`src/rtl/wrr_arbiter.sv`:
```
// Weighted round-robin arbiter: one-hot grant tenures separated by a single dead cycle.
// Optional tenure time-out is built when WRR_TIMEOUT_EN is defined.
module wrr_arbiter #(
    parameter int unsigned N        = 4,
    parameter int unsigned WEIGHT_W = 4,
    parameter int unsigned QUANTUM  = 8
) (
    input  logic                    i_clk,
    input  logic                    i_sclr,
    input  logic [N-1:0]            i_req,
    input  logic                    i_done,
    input  logic                    i_cfg_we,
    input  logic [$clog2(N)-1:0]    i_cfg_idx,
    input  logic [WEIGHT_W-1:0]     i_cfg_weight,
    output logic [N-1:0]            o_grant,
    output logic                    o_grant_vld,
    output logic [$clog2(N)-1:0]    o_grant_id,
    output logic                    o_timeout
);

    localparam int unsigned IDX_W = $clog2(N);

    typedef enum logic [1:0] {
        S_IDLE = 2'd0,
        S_OWN  = 2'd1,
        S_GAP  = 2'd2
    } state_t;

    state_t                r_state, w_state_nxt;
    logic [WEIGHT_W-1:0]   r_weight [N];
    logic [IDX_W-1:0]      r_ptr, w_ptr_nxt;
    logic [WEIGHT_W-1:0]   r_credit, w_credit_nxt;
    logic [N-1:0]          r_grant, w_grant_nxt;
    logic                  r_grant_vld, w_grant_vld_nxt;
    logic [IDX_W-1:0]      r_grant_id, w_grant_id_nxt;
    logic                  r_timeout, w_timeout_nxt;

    logic [N-1:0]          w_elig;
    logic                  w_sel_hit;
    logic [IDX_W-1:0]      w_sel_idx;
    logic [WEIGHT_W-1:0]   w_sel_credit;
    logic                  w_quantum_hit;
    logic                  w_end;
    logic                  w_to_end;

    function automatic logic [IDX_W-1:0] wrap_add(input logic [IDX_W-1:0] base,
                                                  input int unsigned off);
        int unsigned s;
        s = 32'(base) + off;
        if (s >= N) s = s - N;
        return IDX_W'(s);
    endfunction

    always_comb begin
        w_elig = '0;
        for (int i = 0; i < int'(N); i++) begin
            w_elig[i] = i_req[i] && (r_weight[i] != '0);
        end
    end

    // Re-grant the last owner while it has credit, else the first eligible index after it.
    always_comb begin
        w_sel_hit    = 1'b0;
        w_sel_idx    = r_ptr;
        w_sel_credit = '0;
        if (w_elig[r_ptr] && (r_credit != '0)) begin
            w_sel_hit    = 1'b1;
            w_sel_credit = r_credit - 1'b1;
        end else begin
            // Descending scan so the nearest index after PTR wins.
            for (int k = int'(N); k >= 1; k--) begin
                if (w_elig[wrap_add(r_ptr, k)]) begin
                    w_sel_hit    = 1'b1;
                    w_sel_idx    = wrap_add(r_ptr, k);
                    w_sel_credit = r_weight[wrap_add(r_ptr, k)] - 1'b1;
                end
            end
        end
    end

`ifdef WRR_TIMEOUT_EN
    localparam int unsigned CNT_W = $clog2(QUANTUM + 1);

    logic [CNT_W-1:0] r_cnt, w_cnt_nxt;

    assign w_quantum_hit = (r_cnt == CNT_W'(QUANTUM));

    // Counter reads 1 in the first owned cycle.
    always_comb begin
        w_cnt_nxt = r_cnt;
        if (r_state != S_OWN) begin
            w_cnt_nxt = CNT_W'(1);
        end else if (!w_end) begin
            w_cnt_nxt = r_cnt + 1'b1;
        end
    end

    always_ff @(posedge i_clk) begin
        if (i_sclr) begin
            r_cnt <= '0;
        end else begin
            r_cnt <= w_cnt_nxt;
        end
    end
`else
    assign w_quantum_hit = 1'b0;
`endif

    assign w_end    = i_done || !i_req[r_ptr] || w_quantum_hit;
    // A release that coincides with the quantum is reported as a release.
    assign w_to_end = w_quantum_hit && !i_done && i_req[r_ptr];

    always_comb begin
        w_state_nxt     = r_state;
        w_ptr_nxt       = r_ptr;
        w_credit_nxt    = r_credit;
        w_grant_nxt     = r_grant;
        w_grant_vld_nxt = r_grant_vld;
        w_grant_id_nxt  = r_grant_id;
        w_timeout_nxt   = 1'b0;
        case (r_state)
            S_IDLE, S_GAP: begin
                if (w_sel_hit) begin
                    w_state_nxt     = S_OWN;
                    w_ptr_nxt       = w_sel_idx;
                    w_credit_nxt    = w_sel_credit;
                    w_grant_nxt     = N'(1) << w_sel_idx;
                    w_grant_vld_nxt = 1'b1;
                    w_grant_id_nxt  = w_sel_idx;
                end else begin
                    w_state_nxt     = S_IDLE;
                    w_grant_nxt     = '0;
                    w_grant_vld_nxt = 1'b0;
                    w_grant_id_nxt  = '0;
                end
            end
            S_OWN: begin
                if (w_end) begin
                    w_state_nxt     = S_GAP;
                    w_grant_nxt     = '0;
                    w_grant_vld_nxt = 1'b0;
                    w_grant_id_nxt  = '0;
                    w_timeout_nxt   = w_to_end;
                end
            end
            default: begin
                w_state_nxt     = S_IDLE;
                w_grant_nxt     = '0;
                w_grant_vld_nxt = 1'b0;
                w_grant_id_nxt  = '0;
            end
        endcase
    end

    always_ff @(posedge i_clk) begin
        if (i_sclr) begin
            r_state     <= S_IDLE;
            r_ptr       <= IDX_W'(N - 1);
            r_credit    <= '0;
            r_grant     <= '0;
            r_grant_vld <= 1'b0;
            r_grant_id  <= '0;
            r_timeout   <= 1'b0;
            for (int i = 0; i < int'(N); i++) begin
                r_weight[i] <= WEIGHT_W'(1);
            end
        end else begin
            r_state     <= w_state_nxt;
            r_ptr       <= w_ptr_nxt;
            r_credit    <= w_credit_nxt;
            r_grant     <= w_grant_nxt;
            r_grant_vld <= w_grant_vld_nxt;
            r_grant_id  <= w_grant_id_nxt;
            r_timeout   <= w_timeout_nxt;
            if (i_cfg_we && (32'(i_cfg_idx) < N)) begin
                r_weight[i_cfg_idx] <= i_cfg_weight;
            end
        end
    end

    assign o_grant     = r_grant;
    assign o_grant_vld = r_grant_vld;
    assign o_grant_id  = r_grant_id;
    assign o_timeout   = r_timeout;

endmodule
```
`config.mk`:
```
export PLATFORM = sky130hd
export DESIGN_NAME = wrr_arbiter
export DESIGN_NICKNAME = d
export VERILOG_FILES = /design/src/rtl/wrr_arbiter.sv
export SDC_FILE = /design/constraint.sdc
export NUM_CORES = 1
export LEC_CHECK = 0
export CAP_MARGIN = 0
export CELL_PAD_IN_SITES_DETAIL_PLACEMENT = 0
export CELL_PAD_IN_SITES_GLOBAL_PLACEMENT = 1
export CORE_MARGIN = 8
export CORE_UTILIZATION = 45
export CTS_CLUSTER_SIZE = 14
export DETAILED_ROUTE_END_ITERATION = 12
export PLACE_DENSITY = 0.82
export SLEW_MARGIN = 25
export SYNTH_ARGS = -nofsm -noshare
export SYNTH_HDL_FRONTEND = slang
export SYNTH_SLANG_ARGS = --single-unit
```
`constraint.sdc`:
```
create_clock -name i_clk -period 7.1 [get_ports i_clk]
set_clock_uncertainty 0.1 [all_clocks]
set_input_delay 0.71 -clock i_clk [delete_from_list [all_inputs] [get_ports i_clk]]
set_output_delay 0.71 -clock i_clk [all_outputs]
set_load 0.01 [all_outputs]
```
After elaboration in Yosys (flattened, before gate mapping)
Memories as Yosys holds them, arrays and structs flattened. Cells that the tools add are included.

Flip-flop bits (word level): 15. Bits in latches: 0. Bits in writable memories: 16. Memory bits (read-only): 0. Input port bits: 14. Output and inout bits: 8. Logic and storage cells: 112. Memories kept: 1.

Add/subtract/negate cells: 13. Multipliers: 0. Divide/modulo/power cells: 0. $lt $le $gt $ge: 9. Eq/ne operators: 3. Shifts and indexed selects: 1. Multiplexer cells: 63. Bitwise operators: 0. Reduce and logical (&&, ||, !) cells: 16.

Memories: r_weight (depth 4, bits a word 4, rd ports 8, clocked after Yosys merged registers in 0, write ports 4, line 30) `logic [WEIGHT_W-1:0] r_weight [N];`.

Operators by type and width (count): two-way mux 2 bit (25); two-way mux 4 bit (8); two-way mux 1 bit (20); nonzero test 4 bit (5); subtractor 4 x 1 -> 4 bit, second input constant (5); less-than comparator 2 x 3 -> 1 bit, second input constant (5); binary-select mux 1 bit (select 2 bit) (6); >= comparator 3 bit, second input constant (3); case mux 2 bit (2 select lines) (2); case mux 4 bit (2 select lines) (1); subtractor 2 x 1 -> 2 bit, second input constant (4); adder 2 x 2 -> 3 bit, second input constant (2); logical AND 1 bit (5); adder 2 x 3 -> 4 bit, second input constant (1); >= comparator 4 x 3 -> 1 bit, second input constant (1); OR reduction 4 bit (1); << shifter 1 x 2 -> 4 bit, first input constant (1); adder 2 x 1 -> 3 bit, second input constant (1); equality test 2 x 1 -> 1 bit, second input constant (1); equality test 2 bit, second input constant (1); zero test 2 bit (1); inequality test 2 bit, second input constant (1); case mux 1 bit (2 select lines) (1); AND reduction 2 bit (1); 3 further kinds (3).

Longest topological paths before layout
An unclocked memory read counts as a cell.

Depth in word-level cells: 18. Depth in mapped cells: 11. Depth with buffers taken out: 8.

Worst setup path before layout
Ideal clock, no wire load.

Path type: register -> register. From: register r_ptr[0]. To: register r_credit[2]. Setup time: 0.121 ns. Arrival: 2.101 ns. Required time: 6.879 ns. Setup slack: 4.779 ns. Stages on the path, launching flop included: 12. Path buffers: 3. Period minus slack after synthesis: 2.321 ns. Path through: dfxtp_1 > buf_4 > buf_2 > buf_2 > mux2i_1 > mux2i_1 > inv_1 > ha_1 > xor2_1 > a311o_1 > o2111ai_1 > nand2_1.

Longest elaborated chain between the ends: 12. Elaborated cells on any way between the ends: 55. Classes of those cells: add/sub (12); order compare (4); mux (36); reduce/logical (2); memory (1).

RTL lines: from (decl) (line 31) `logic [IDX_W-1:0] r_ptr, w_ptr_nxt;`; from (signal assigned) (line 158) `r_ptr <= IDX_W'(N - 1);`; from (signal assigned) (line 169) `r_ptr <= w_ptr_nxt;`; adder 2 x 3 -> 4 bit (line 49) `s = 32'(base) + off;`; >= comparator 4 x 3 -> 1 bit / subtractor 2 x 1 -> 2 bit (equally long branches) (line 50) `if (s >= N) s = s - N;`; two-way mux 2 bit (line 50); two-way mux 2 bit, on equally long branches (line 72, 66); two-way mux 2 bit / binary-select mux 1 bit (select 2 bit) (equally long branches) (line 66, 72); memory (4 x 4 bit) / two-way mux 1 bit (equally long branches); subtractor 4 x 1 -> 4 bit / two-way mux 1 bit (equally long branches) (line 75, 72); two-way mux 4 bit / two-way mux 1 bit (equally long branches) (3 in a row) (line 72) `if (w_elig[wrap_add(r_ptr, k)]) begin`; two-way mux 4 bit / two-way mux 1 bit (equally long branches) (line 72, 66); two-way mux 4 bit / AND reduction 2 bit (equally long branches); to (signal assigned) (line 170) `r_credit <= w_credit_nxt;`; to (decl) (line 32) `logic [WEIGHT_W-1:0] r_credit, w_credit_nxt;`.

Parallel ways exist; a longest one is shown, timed or not. The select of a mux whose other input is x is not followed. A chain may end at the register's enable or synchronous reset.

==> report_table.html <==
<table>
<tr><th>Metric</th><th>Value</th></tr>
<tr><th colspan="2">Clock network</th></tr>
<tr><td>CTS tree</td><td>done</td></tr>
<tr><td>Worst-Skew Late Latency</td><td>between 0.2 and 0.3 ns</td></tr>
<tr><td>CTS clock-pin slew for the worst setup and hold paths</td><td>around 0.07 ns</td></tr>
<tr><td>CTS Buf Count</td><td>5</td></tr>
<tr><td>Post_cts resized</td><td>0</td></tr>
<tr><td>Total number of H-tree levels</td><td>2</td></tr>
<tr><td>Deepest clock path buffer count</td><td>2</td></tr>
<tr><td>Number of buffers inserted for hold repair after clock tree synthesis</td><td>0</td></tr>
<tr><td>Setup repair bufs after CTS</td><td>0</td></tr>
<tr><td>Root buf cell</td><td>sky130_fd_sc_hd__clkbuf_8</td></tr>
<tr><td>Clock Sink Count</td><td>31</td></tr>
<tr><th colspan="2">Status</th></tr>
<tr><td>Result of the run</td><td>finished, final reports clean</td></tr>
<tr><th colspan="2">Critical path</th></tr>
<tr><td>Critical Path Start Type</td><td>primary input</td></tr>
<tr><td>Endpoint type of the worst setup path</td><td>register</td></tr>
<tr><td>Worst endpoint required time</td><td>7.02 ns</td></tr>
<tr><td>Cell breakdown of the critical path</td><td>clkdlybuf4s50_1 -&gt; clkinv_1 -&gt; nand2_1 -&gt; nor3_1 -&gt; or2_2</td></tr>
<tr><td>Crit path buf inv count</td><td>2</td></tr>
<tr><td>Class of the most critical setup path</td><td>in -&gt; reg</td></tr>
<tr><td>Cell family contributing the most delay on the critical path</td><td>buffers and inverters</td></tr>
<tr><td>Launch instance of the worst register-to-register path</td><td>r_weight[3][1]$_DFFE_PP_</td></tr>
<tr><td>Reg2reg path depth</td><td>6</td></tr>
<tr><td>CP max stage delay</td><td>between 0.7 and 0.8 ns</td></tr>
<tr><td>Arrival time at the worst endpoint</td><td>2.57 ns</td></tr>
<tr><td>Crit-path max FO</td><td>14</td></tr>
<tr><td>Flop2flop setup slack</td><td>roughly 4.6 ns</td></tr>
<tr><td>Crit Reg-Reg Endpoint</td><td>o_grant[1]$_SDFFE_PP0P_</td></tr>
<tr><td>Crit-path slowest cell</td><td>sky130_fd_sc_hd__clkdlybuf4s50_1</td></tr>
<tr><th colspan="2">STA</th></tr>
<tr><td>Max Clk Rate</td><td>between 0.3 and 0.4 GHz</td></tr>
<tr><td>Fin Hold WS</td><td>about 0.32 ns</td></tr>
<tr><td>Worst Tran Pin Value</td><td>around 0.58 ns</td></tr>
<tr><td>Setup repair after global routing missed its margin</td><td>false</td></tr>
<tr><td>Final worst slack</td><td>4.45 ns</td></tr>
<tr><td>Clock period minus final worst setup slack</td><td>around 2.6 ns</td></tr>
<tr><td>Final number of max-transition violations</td><td>0</td></tr>
<tr><td>Final Hold Viols</td><td>0</td></tr>
<tr><td>Post-route fraction of the period consumed by the critical path</td><td>0.373</td></tr>
<tr><td>Setup Viol. Count Final</td><td>0</td></tr>
<tr><td>Max-Slew Margin vs Limit</td><td>0.615</td></tr>
<tr><td>Setup TNS</td><td>0 ns</td></tr>
<tr><th colspan="2">Route</th></tr>
<tr><td>Number of DRC violations after detailed-routing iteration 0</td><td>135</td></tr>
<tr><td>Routed length per instance</td><td>17.3 um</td></tr>
<tr><td>DRT Wirelength</td><td>roughly 5600 um</td></tr>
<tr><td>Vias after detailed routing</td><td>1947</td></tr>
<tr><td>1st-pass router iterations</td><td>6</td></tr>
<tr><td>Post-detailed-route DRC marker count</td><td>0</td></tr>
<tr><td>Routed Antenna Nets</td><td>0</td></tr>
<tr><td>Detailed-route vias per instance</td><td>about 6</td></tr>
<tr><th colspan="2">Synth</th></tr>
<tr><td>Average size of a mapped cell</td><td>about 11 um^2</td></tr>
<tr><td>Number of distinct standard cells referenced by the synthesized netlist</td><td>64</td></tr>
<tr><td>Most numerous cell in the Yosys netlist</td><td>sky130_fd_sc_hd__edfxtp_1</td></tr>
<tr><td>Cell area after synthesis</td><td>between 2000 and 2500 um^2</td></tr>
<tr><td>Top-area cell type share of the netlist area</td><td>0.196</td></tr>
<tr><td>Portion of the post-synthesis area used by sequential elements</td><td>0.318</td></tr>
<tr><td>Share of synthesized flip-flops with an asynchronous set or reset</td><td>0</td></tr>
<tr><td>Syn Nets</td><td>250</td></tr>
<tr><td>Flip-flop cell with the highest count after synthesis</td><td>sky130_fd_sc_hd__edfxtp_1</td></tr>
<tr><td>Synth top cells by count</td><td>sky130_fd_sc_hd__edfxtp_1, sky130_fd_sc_hd__and2_1, sky130_fd_sc_hd__dfxtp_1, sky130_fd_sc_hd__nor2_1, sky130_fd_sc_hd__mux2i_1</td></tr>
<tr><td>Synthesis-stage register bit count</td><td>31</td></tr>
<tr><td>Yosys Warn Count</td><td>0</td></tr>
<tr><td>Number of instances in the synthesized netlist</td><td>231</td></tr>
<tr><td>Number of enable flip-flop cells after synthesis</td><td>16</td></tr>
<tr><td>Post-synthesis cell type with the largest combined area</td><td>sky130_fd_sc_hd__edfxtp_1</td></tr>
<tr><td>Ranking of synthesized cells by area</td><td>sky130_fd_sc_hd__edfxtp_1, sky130_fd_sc_hd__dfxtp_1, sky130_fd_sc_hd__mux4_2</td></tr>
<tr><th colspan="2">Global route</th></tr>
<tr><td>GR Overflow Total</td><td>0</td></tr>
<tr><td>GR met3 Demand/Resource</td><td>0.0175</td></tr>
<tr><td>Initial antenna violation count</td><td>0</td></tr>
<tr><td>Number of global-route vias before repair</td><td>1931</td></tr>
<tr><td>Maximum number of pins on one net before global-route repair</td><td>30</td></tr>
<tr><td>Wire length of the first global-routing pass</td><td>~9600 um</td></tr>
<tr><td>Layer with the highest usage</td><td>met2</td></tr>
<tr><td>GR Util met2</td><td>0.239</td></tr>
<tr><td>Total routing usage reported by global routing</td><td>0.143</td></tr>
<tr><td>Met1 demand-to-capacity share in global routing</td><td>0.180</td></tr>
<tr><th colspan="2">Floorplan</th></tr>
<tr><td>Die footprint</td><td>a little over 8000 um^2</td></tr>
<tr><td>Die span in y</td><td>roughly 90 um</td></tr>
<tr><td>Top-level I/O count</td><td>22</td></tr>
<tr><td>Core ar.</td><td>~5400 um^2</td></tr>
<tr><td>DIE WIDTH</td><td>about 90 um</td></tr>
<tr><td>Initial standard-cell utilization of the core</td><td>0.457</td></tr>
<tr><td>Cell row count</td><td>27</td></tr>
<tr><th colspan="2">Pwr</th></tr>
<tr><td>Worst IR Drop VDD</td><td>0.000160 V</td></tr>
<tr><td>Sw frac</td><td>0.408</td></tr>
<tr><td>Logic gate share of total power</td><td>0.556</td></tr>
<tr><td>Total power density per cell area</td><td>~310 nW/um^2</td></tr>
<tr><td>Internal power</td><td>0.518 mW</td></tr>
<tr><td>Proportion of power drawn by the clock network</td><td>0.155</td></tr>
<tr><td>Net switching power</td><td>between 0.3 and 0.4 mW</td></tr>
<tr><td>Leakage dissipation</td><td>~1.1 nW</td></tr>
<tr><td>Sequential cell fraction of total power</td><td>0.289</td></tr>
<tr><th colspan="2">Finish</th></tr>
<tr><td>Antenna cell count</td><td>0</td></tr>
<tr><td>Final #Nets</td><td>270</td></tr>
<tr><td>Share of layout cells above drive strength 1</td><td>0.159</td></tr>
<tr><td>Area grow syn2layout</td><td>14.1%</td></tr>
<tr><th colspan="2">Place</th></tr>
<tr><td>Dpl hpwl</td><td>about 4500 um</td></tr>
<tr><td>Post-placement setup slack</td><td>4.13 ns</td></tr>
<tr><td>Number of I/O port buffers</td><td>20</td></tr>
<tr><td>Gpl congestion</td><td>about 0.84</td></tr>
<tr><th colspan="2">Worst hold path</th></tr>
<tr><td>Worst Hold Path EP</td><td>r_state[1]$_SDFFE_PP0P_</td></tr>
<tr><td>Hold Crit Class</td><td>reg -&gt; reg</td></tr>
<tr><td>Origin of the worst min-delay path</td><td>r_state[1]$_SDFFE_PP0P_</td></tr>
<tr><td>Number of cells on the worst hold path</td><td>1</td></tr>
<tr><th colspan="2">Job</th></tr>
<tr><td>Number of max-cap violations</td><td>0</td></tr>
</table>
-- how the worst max path moves through the flow --
stage                               start                      endpoint  slack (ns)  cells past startpoint
floorplan           r_ptr[0]$_SDFFE_PP1P_      r_credit[2]$_SDFFE_PP0P_        4.78                     11
global placement                 i_req[2]         r_ptr[0]$_SDFFE_PP1P_        4.13                      6
detailed placement               i_req[2]         r_ptr[0]$_SDFFE_PP1P_        4.13                      6
CTS                              i_req[2]         r_ptr[0]$_SDFFE_PP1P_        4.40                      6
global route                       i_sclr  r_weight[1][1]$_SDFFCE_PN0P_        4.27                      5
finish                             i_sclr  r_weight[0][3]$_SDFFCE_PN0P_        4.45                      5
-- logic make-up (layout without fill, tap and decap cells) --
kind of cell / Yosys count / count (layout) / synth area share
compound gates: 54 / 54 / 0.207
xor+xnor: 9 / 9 / 0.0321
fa+ha+maj: 5 / 5 / 0.0255
buf+inv: 22 / 43 / 0.0418
flops: 31 / 31 / 0.318
mux: 30 / 30 / 0.195
other cells: 1 / 1 / 0.00153
simple gates: 79 / 79 / 0.179
-- per-stage QoR --
step | cells | utilization | total power, mW | cell area (um^2)
final | 324 | 0.522 | 0.874 | 2800
after global routing | 324 | 0.522 | 0.945 | 2800
after CTS | 324 | 0.520 | 0.880 | 2790
after detailed placement | 316 | 0.504 | 0.742 | 2710
after global placement | 316 | 0.504 | 0.738 | 2710
after floorplan | 231 | - | 0.632 | 2450
-- area by class of cell --
cell class / count / area [um^2]
Multi-Input combinational cell: 178 / 1580
Tap cell: 72 / 90.1
Clock buffer: 5 / 68.8
Clock inverter: 3 / 18.8
Sequential cell: 31 / 781
Timing Repair Buffer: 22 / 215
Fill cell: 496 / 2570
Inverter: 13 / 48.8
-- cell usage in the layout (no fill, tap or decap), drive strengths merged, types with 5 or more instances in the layout --
master,synthesis,layout
a21oi,5,5
and2,15,15
clkbuf,2,5
clkdlybuf4s50,0,20
dfxtp,15,15
edfxtp,16,16
ha,5,5
inv,12,13
mux2i,15,15
mux4,11,11
nand2,7,7
nand2b,5,5
nand3,13,13
nor2,14,14
nor3,7,7
o21ai,8,8
xnor2,6,6
-- power by group through the flow --
| stage | Sequential (mW) | Combinational [mW] | Clock (mW) |
|---|---|---|---|
| 3_5_place_dp | 0.255 | 0.487 | 0 |
| 4_1_cts | 0.251 | 0.489 | 0.140 |
| 2_1_floorplan | 0.252 | 0.380 | 0 |
| 6_report | 0.252 | 0.486 | 0.136 |
| 5_1_grt | 0.256 | 0.540 | 0.149 |
| 3_3_place_gp | 0.254 | 0.484 | 0 |
-- registers in the layout (all words and copies together) (netlist names) --
register	flops
r_credit	4
o_grant_vld	1
o_grant_id	2
r_weight	16
r_ptr	2
o_grant	4
r_state	2
-- routing by layer --
metal,share of wire,wire [um],vias to the layer above
met4,0.016,91,0
met1,0.46,2580,955
li1,-,-,951
met2,0.50,2810,35
met3,0.023,131,6
met5,0,0,-
(Power assumes the default switching activity.)
